`src/rtl/ps2_pkg.sv`:
```
// Shared PS/2 definitions: controller state encoding and the special scan-code bytes.
package ps2_pkg;

  typedef enum logic [1:0] {
    WAIT = 2'd0,
    POP  = 2'd1,
    GAP  = 2'd2
  } ps2_state_e;

  localparam logic [7:0] PS2_BREAK = 8'hF0;
  localparam logic [7:0] PS2_EXT   = 8'hE0;
  localparam logic [7:0] PS2_ERR0  = 8'h00;
  localparam logic [7:0] PS2_ERR1  = 8'hFF;

  function automatic logic ps2_is_err(input logic [7:0] b);
    return (b == PS2_ERR0) || (b == PS2_ERR1);
  endfunction

endpackage

```
`src/rtl/ps2_key_ctrl.sv`:
```
// PS/2 scan-code consumer: pops bytes from the receiver FIFO, decodes E0/F0 prefixes
// and tracks a single held key with press/release strobes and a press counter.
module ps2_key_ctrl
  import ps2_pkg::*;
#(
  parameter int CNT_W = 8
) (
  input  logic             clk,
  input  logic             rst,
  input  logic             ready,
  input  logic [7:0]       data,
  input  logic             overflow,
  input  logic             clr_stat,
  output logic             nextdata_n,
  output logic [7:0]       key_code,
  output logic             key_ext,
  output logic             key_down,
  output logic             press_pulse,
  output logic             release_pulse,
  output logic [CNT_W-1:0] press_cnt,
  output logic             ovf_seen
);

  ps2_state_e       state_q;
  logic             nextdata_n_q;
  logic [7:0]       key_code_q;
  logic             key_ext_q;
  logic             key_down_q;
  logic             press_pulse_q;
  logic             release_pulse_q;
  logic             brk_pend_q;
  logic             ext_pend_q;
  logic [CNT_W-1:0] press_cnt_q, press_cnt_d;
  logic             ovf_seen_q, ovf_seen_d;

  logic is_break_byte;
  logic is_ext_byte;
  logic is_err_byte;
  logic same_key;
  logic new_make;
  logic match_break;

  // Byte classification against the currently held key.
  always_comb begin
    is_break_byte = (data == PS2_BREAK);
    is_ext_byte   = (data == PS2_EXT);
    is_err_byte   = ps2_is_err(data);
    same_key      = (data == key_code_q) && (ext_pend_q == key_ext_q);
    new_make      = !key_down_q || !same_key;
    match_break   = key_down_q && same_key;
  end

  always_ff @(posedge clk) begin
    if (rst) begin
      state_q         <= WAIT;
      nextdata_n_q    <= 1'b1;
      key_code_q      <= 8'h00;
      key_ext_q       <= 1'b0;
      key_down_q      <= 1'b0;
      press_pulse_q   <= 1'b0;
      release_pulse_q <= 1'b0;
      brk_pend_q      <= 1'b0;
      ext_pend_q      <= 1'b0;
    end else begin
      press_pulse_q   <= 1'b0;
      release_pulse_q <= 1'b0;
      nextdata_n_q    <= 1'b1;
      case (state_q)
        WAIT: begin
          if (ready) begin
            state_q      <= POP;
            nextdata_n_q <= 1'b0;
            if (is_break_byte) begin
              brk_pend_q <= 1'b1;
            end else if (is_ext_byte) begin
              ext_pend_q <= 1'b1;
            end else begin
              brk_pend_q <= 1'b0;
              ext_pend_q <= 1'b0;
              if (!is_err_byte) begin
                if (!brk_pend_q) begin
                  // Typematic repeats of the held key fall through silently.
                  if (new_make) begin
                    key_code_q    <= data;
                    key_ext_q     <= ext_pend_q;
                    key_down_q    <= 1'b1;
                    press_pulse_q <= 1'b1;
                  end
                end else if (match_break) begin
                  key_down_q      <= 1'b0;
                  release_pulse_q <= 1'b1;
                end
              end
            end
          end
        end
        POP:     state_q <= GAP;
        GAP:     state_q <= WAIT;
        default: state_q <= WAIT;
      endcase
    end
  end

  // Statistics: the count follows the registered pulse, so a clear in the pulse cycle wins.
  always_comb begin
    press_cnt_d = press_cnt_q;
    ovf_seen_d  = ovf_seen_q;
    if (clr_stat) begin
      press_cnt_d = '0;
      ovf_seen_d  = 1'b0;
    end else begin
      if (press_pulse_q) press_cnt_d = press_cnt_q + CNT_W'(1);
      if (overflow)      ovf_seen_d  = 1'b1;
    end
  end

  always_ff @(posedge clk) begin
    if (rst) begin
      press_cnt_q <= '0;
      ovf_seen_q  <= 1'b0;
    end else begin
      press_cnt_q <= press_cnt_d;
      ovf_seen_q  <= ovf_seen_d;
    end
  end

  assign nextdata_n    = nextdata_n_q;
  assign key_code      = key_code_q;
  assign key_ext       = key_ext_q;
  assign key_down      = key_down_q;
  assign press_pulse   = press_pulse_q;
  assign release_pulse = release_pulse_q;
  assign press_cnt     = press_cnt_q;
  assign ovf_seen      = ovf_seen_q;

endmodule

```
`config.mk`:
```
export PLATFORM = sky130hd
export DESIGN_NAME = ps2_key_ctrl
export DESIGN_NICKNAME = d
export VERILOG_FILES = /design/src/rtl/ps2_pkg.sv /design/src/rtl/ps2_key_ctrl.sv
export SDC_FILE = /design/constraint.sdc
export NUM_CORES = 1
export LEC_CHECK = 0
export BUFFER_PORTS_ARGS = -buffer_cell sky130_fd_sc_hd__buf_4
export CORE_ASPECT_RATIO = 0.6
export CORE_UTILIZATION = 40
export CTS_CLUSTER_SIZE = 8
export DETAILED_ROUTE_END_ITERATION = 12
export PLACE_DENSITY = 0.68
export SKIP_CTS_REPAIR_TIMING = 1
export SYNTH_ARGS = -nofsm -noshare
export SYNTH_HDL_FRONTEND = slang
export SYNTH_SLANG_ARGS = --single-unit
```
`constraint.sdc`:
```
create_clock -name clk -period 3.6 [get_ports clk]
set_clock_uncertainty 0.2 [all_clocks]
set_input_delay 0.72 -clock clk [delete_from_list [all_inputs] [get_ports clk]]
set_output_delay 0.72 -clock clk [all_outputs]
set_load 0.02 [all_outputs]
```
======== Word level (Yosys, flattened, before mapping) ========
Cells that the tools add are included.
word-level totals
  output and inout port bits .............. 22
  register bits ........................... 26
operators by class
  bitwise gates (word level) .............. 6
  multiplexer cells ....................... 11
  add/sub/neg operators ................... 1
  reduce and logical (&&, ||, !) cells .... 17
  equality and inequality tests ........... 9
operators with widths
  kind                                                             count
  8-bit == test, second input constant                             3
  7-bit AND reduction                                              2
  7-bit OR reduction                                               2
  1-bit two-way mux                                                9
  8-bit by 1-bit adder with 8-bit output, second input constant    1
  8-bit == test                                                    1
  8-bit zero test                                                  1
  1-bit NOT                                                        6
  3-bit AND reduction                                              2
  2-bit != test, second input constant                             2
  2-bit one-hot mux with 2 select lines                            1
  2-bit OR reduction                                               2
  2-bit by 1-bit == test with 1-bit output, second input constant  1
  1-bit logical AND                                                2
  1-bit zero test                                                  2
  2-bit zero test                                                  1
  1-bit logical OR                                                 2
  2-bit two-way mux                                                1
  2-bit by 1-bit != test with 1-bit output, second input constant  1
  2-bit nonzero test                                               1
  1-bit == test                                                    1

======== Longest topological paths before layout ========
  depth after elaboration ................. 6
  gate-level depth with buffers ........... 7
  gate-level depth less buffers ........... 5

======== Worst setup path after synthesis ========
OpenSTA, ideal clock, no wires.
  path kind ............................... input -> register
  start point ............................. input port data[0]
  end point ............................... register press_pulse_q (netlist: press_pulse)
  stages on the path ...................... 6
  required time ........................... 3.285 ns
  setup time .............................. 0.115 ns
  data arrival time ....................... 2.016 ns
  slack ................................... 1.269 ns
  path through ............................ or4_4 > a211oi_2 > a311oi_1 > nor3b_2 > buf_6 > and2_1
between the ends
  word-level cells in the longest chain between the ends .. 5
RTL lines
  element               line                RTL
  from (decl)           ps2_key_ctrl.sv:11  input logic [7:0] data,
  8-bit == test         ps2_key_ctrl.sv:48  same_key = (data == key_code_q) && (ext_pend_q == key_ext_q);
  1-bit logical AND     ps2_key_ctrl.sv:48
  1-bit zero test       ps2_key_ctrl.sv:49  new_make = !key_down_q || !same_key;
  1-bit logical OR      ps2_key_ctrl.sv:49
  1-bit two-way mux     ps2_key_ctrl.sv:83  if (new_make) begin
  to (signal assigned)  ps2_key_ctrl.sv:60  press_pulse_q <= 1'b0;
  to (signal assigned)  ps2_key_ctrl.sv:65  press_pulse_q <= 1'b0;
  to (signal assigned)  ps2_key_ctrl.sv:87  press_pulse_q <= 1'b1;
  to (decl)             ps2_key_ctrl.sv:29  logic press_pulse_q;
Parallel ways exist; a longest one is shown, timed or not.
A chain may end at the register's enable or synchronous reset.

======== Worst setup path in the final report ========
  start point ............................. input port data[5]
  end point ............................... register key_code_q[3] (netlist: key_code[3])
between the ends
  word-level cells in the longest chain between the ends .. 5
RTL lines
  element                            line                RTL
  8-bit == test                      ps2_key_ctrl.sv:48
  1-bit logical AND                  ps2_key_ctrl.sv:48
  1-bit zero test                    ps2_key_ctrl.sv:49
  1-bit logical OR                   ps2_key_ctrl.sv:49
  7-bit AND reduction (no line) (*)  --
  to (signal assigned)               ps2_key_ctrl.sv:84  key_code_q <= data;
  to (decl)                          ps2_key_ctrl.sv:26  logic [7:0] key_code_q;
Every way passes the cells marked *; elsewhere a longest branch is shown, timed or not.

==> results by group <==
Clock tree
  • Root buf cell: clkbuf_8
  • Inserted Clock Buffers: 3
  • H-tree Lvls: 1
  • CTS tree: done
  • Worst-skew pair later-pin latency: 0.26 ns
  • Clock Sink Count: 26
  • Max Root-Sink Buffers: 2
  • Worst-path clk slew: 0.09 ns

Timing
  • Worst slew margin: 0.353
  • Fin crit period: 2.61 ns
  • Final Max Tran Viols: 0
  • Part of the cycle the worst path needs: 0.726
  • RSZ-0062 raised after global routing: no
  • Worst-Margin Slew: 0.966 ns
  • Endpoints failing hold: 0
  • Final TNS setup: 0 ns
  • Final-report setup violation count: 0
  • Max Fclk: 0.383 GHz

Floorplanning
  • Total core area: 2630 µm²
  • IO Count: 35
  • Core Rows: 14
  • Starting Density: 0.443
  • Die Wd: 71.6 µm
  • Die height: 43.8 µm
  • Die ar.: 3140 µm²

Finish
  • Final net count: 176
  • Layout cell share with drive strength beyond 1: 0.273
  • # diodes: 0
  • Post-layout util: 0.562
  • P&R area growth vs syn: 26.9%

Synth
  • Cell taking the most area after synthesis: dfxtp_1
  • Synth unique cells: 30
  • Most frequent cell after synthesis: dfxtp_1
  • Post-synthesis sequential area ratio: 0.447
  • Avg Cell Area, Syn: 9.02 µm²
  • Post-synth EDFFs: 0
  • Most common library cells after synthesis: dfxtp_1 (26), nand2_1 (25), nor2_1 (15)
  • Ys Warns: 0
  • Compound-Gate Fraction of Synth Area: 0.0548
  • Syn Nets: 143
  • Mapped cell area: 1160 µm²
  • Area share of fa/ha/maj cells after synthesis: 0.0108
  • Post-synthesis mux area share: 0.0860
  • Simple-gate share of the synthesized area: 0.257
  • Largest family of logic cells by synthesized area: simple AND/OR/NAND/NOR gates
  • FF+latch count, synth: 26
  • Area contributors post-synth: dfxtp_1 (45%), mux2i_1 (8.6%), nand2_1 (8.1%)
  • Post-Syn Instances: 129
  • Post-synth top area share: 0.447
  • Async set-reset flop share out of synthesis: 0
  • Synth Area in XOR/XNOR: 0.105
  • Ys flop type: dfxtp_1

Critical path
  • Worst R2R Start: state_q[1]
  • Setup crit start kind: primary input
  • Worst setup path startpoint: data[5]
  • Worst Setup Path Type: primary input to register
  • Worst EP arrival: 2.60 ns
  • Worst setup EP type: register
  • Maximum fanout along the worst path: 10
  • Required @ worst endpoint: 3.59 ns

Min path
  • Worst Hold Class: register to register
  • Worst Hold Launch: state_q[1]

Outcome
  • Status: finished, final reports clean

Global routing
  • Gr ovfl total: 0
  • Largest net degree at the start of global routing: 21
  • Number of global-route vias before repair: 848
  • Initial antenna violation count: 0
  • First-pass GRT wire length: 3840 µm
  • GRT Util Overall: 0.158

Placed design
  • Gpl congestion: 0.790
  • Hpwl dp: 1890 µm
  • PortBufs: 34

Detailed routing
  • Antenna viol nets, final: 0
  • DR pass1 iterations: 5
  • Post-DR wirelength/cell: 12.4 µm
  • Vias: 952
  • Initial DRC count: 53
  • Via density: 4.93
  • Final WL: 2390 µm
  • DRC viols: 0

Power and ir drop
  • Maximum VDD drop: 0.238 mV
  • P per Cell Area: 401 nW/µm²
  • Pleak: 0.613 nW

Flow run
  • Max cap viols: 0
## worst paths after layout
path | slack [ns] | cells past startpoint | end
setup reg to reg | 1.17 | 5 | key_code[3]
hold reg to reg | 0.24 | 1 | state_q[1]
setup / recovery | 0.99 | 5 | key_code[3]
hold / removal | 0.24 | 1 | state_q[1]
## critical path, stage by stage
cell and delay (ns):
buf_4 0.13, and3_2 0.22, a311oi_1 0.39, nor3b_2 0.86, mux2i_1 0.29
## power breakdown
group	leakage, nW	switching (W)	internal (W)	total [W]
combinational	0.372	0.0000508	0.0000455	0.0000962
sequential	0.212	0.0000123	0.000301	0.000313
clock	0.0288	0.0000854	0.0000976	0.000183
## state kept, by name, summed over array words and instances, names as in the netlist
signal / cells
press_cnt: 8
press_pulse: 1
ext_pend_q: 1
ovf_seen: 1
nextdata_n: 1
key_down: 1
release_pulse: 1
key_code: 8
key_ext: 1
brk_pend_q: 1
state_q: 2
## placed cells by master, fill, tap and decap left out, drive strengths merged
master	n
buf	34
dfxtp	26
nand2	25
nor2	15
xnor2	10
mux2i	10
nand4	6
xor2	4
clkbuf	4
nor3	3
or3	3
inv	2
a31oi	2
o21ai	2
a21oi	2
and3	2
nor3b	2
or2	1
or4	1
nand3	1
a211oi	1
a311oi	1
a32o	1
and2	1
and4	1
ha	1
## cells by family after synthesis
kind of cell	count (synthesis)
compound gates	9
mux	10
simple gates	61
buf+inv	8
fa+ha+maj	1
xor+xnor	14
flops	26
## stage by stage
step / cells / total power (W) / cell area (µm²) / worst slack (ns) / hold slack [ns]
after floorplan: 129 / 0.000378 / 1160 / 1.27 / 0.196
after global placement: 189 / 0.000414 / 1420 / 0.853 / 0.209
after detailed placement: 189 / 0.000416 / 1420 / 0.723 / 0.229
after CTS: 193 / 0.000600 / 1480 / 0.983 / 0.242
after global routing: 193 / 0.000625 / 1480 / 0.948 / 0.252
final: 193 / 0.000592 / 1480 / 0.986 / 0.243
## per-layer routing
metal	wire, µm	up-vias	track usage
li1	-	502	-
met1	1270	427	0.229
met2	997	21	0.236
met3	114	2	0.0512
met4	12	0	0.0235
met5	0	-	0
## area by class of cell
class                           instances  area, µm²
Clock buffer                            4       55.1
Fill cell                             243       1150
Inverter                                2       7.51
Multi-Input combinational cell         95        598
Sequential cell                        26        520
Tap cell                               32       40.0
Timing Repair Buffer                   34        255
Note: power is estimated with default switching activity, not from simulation.
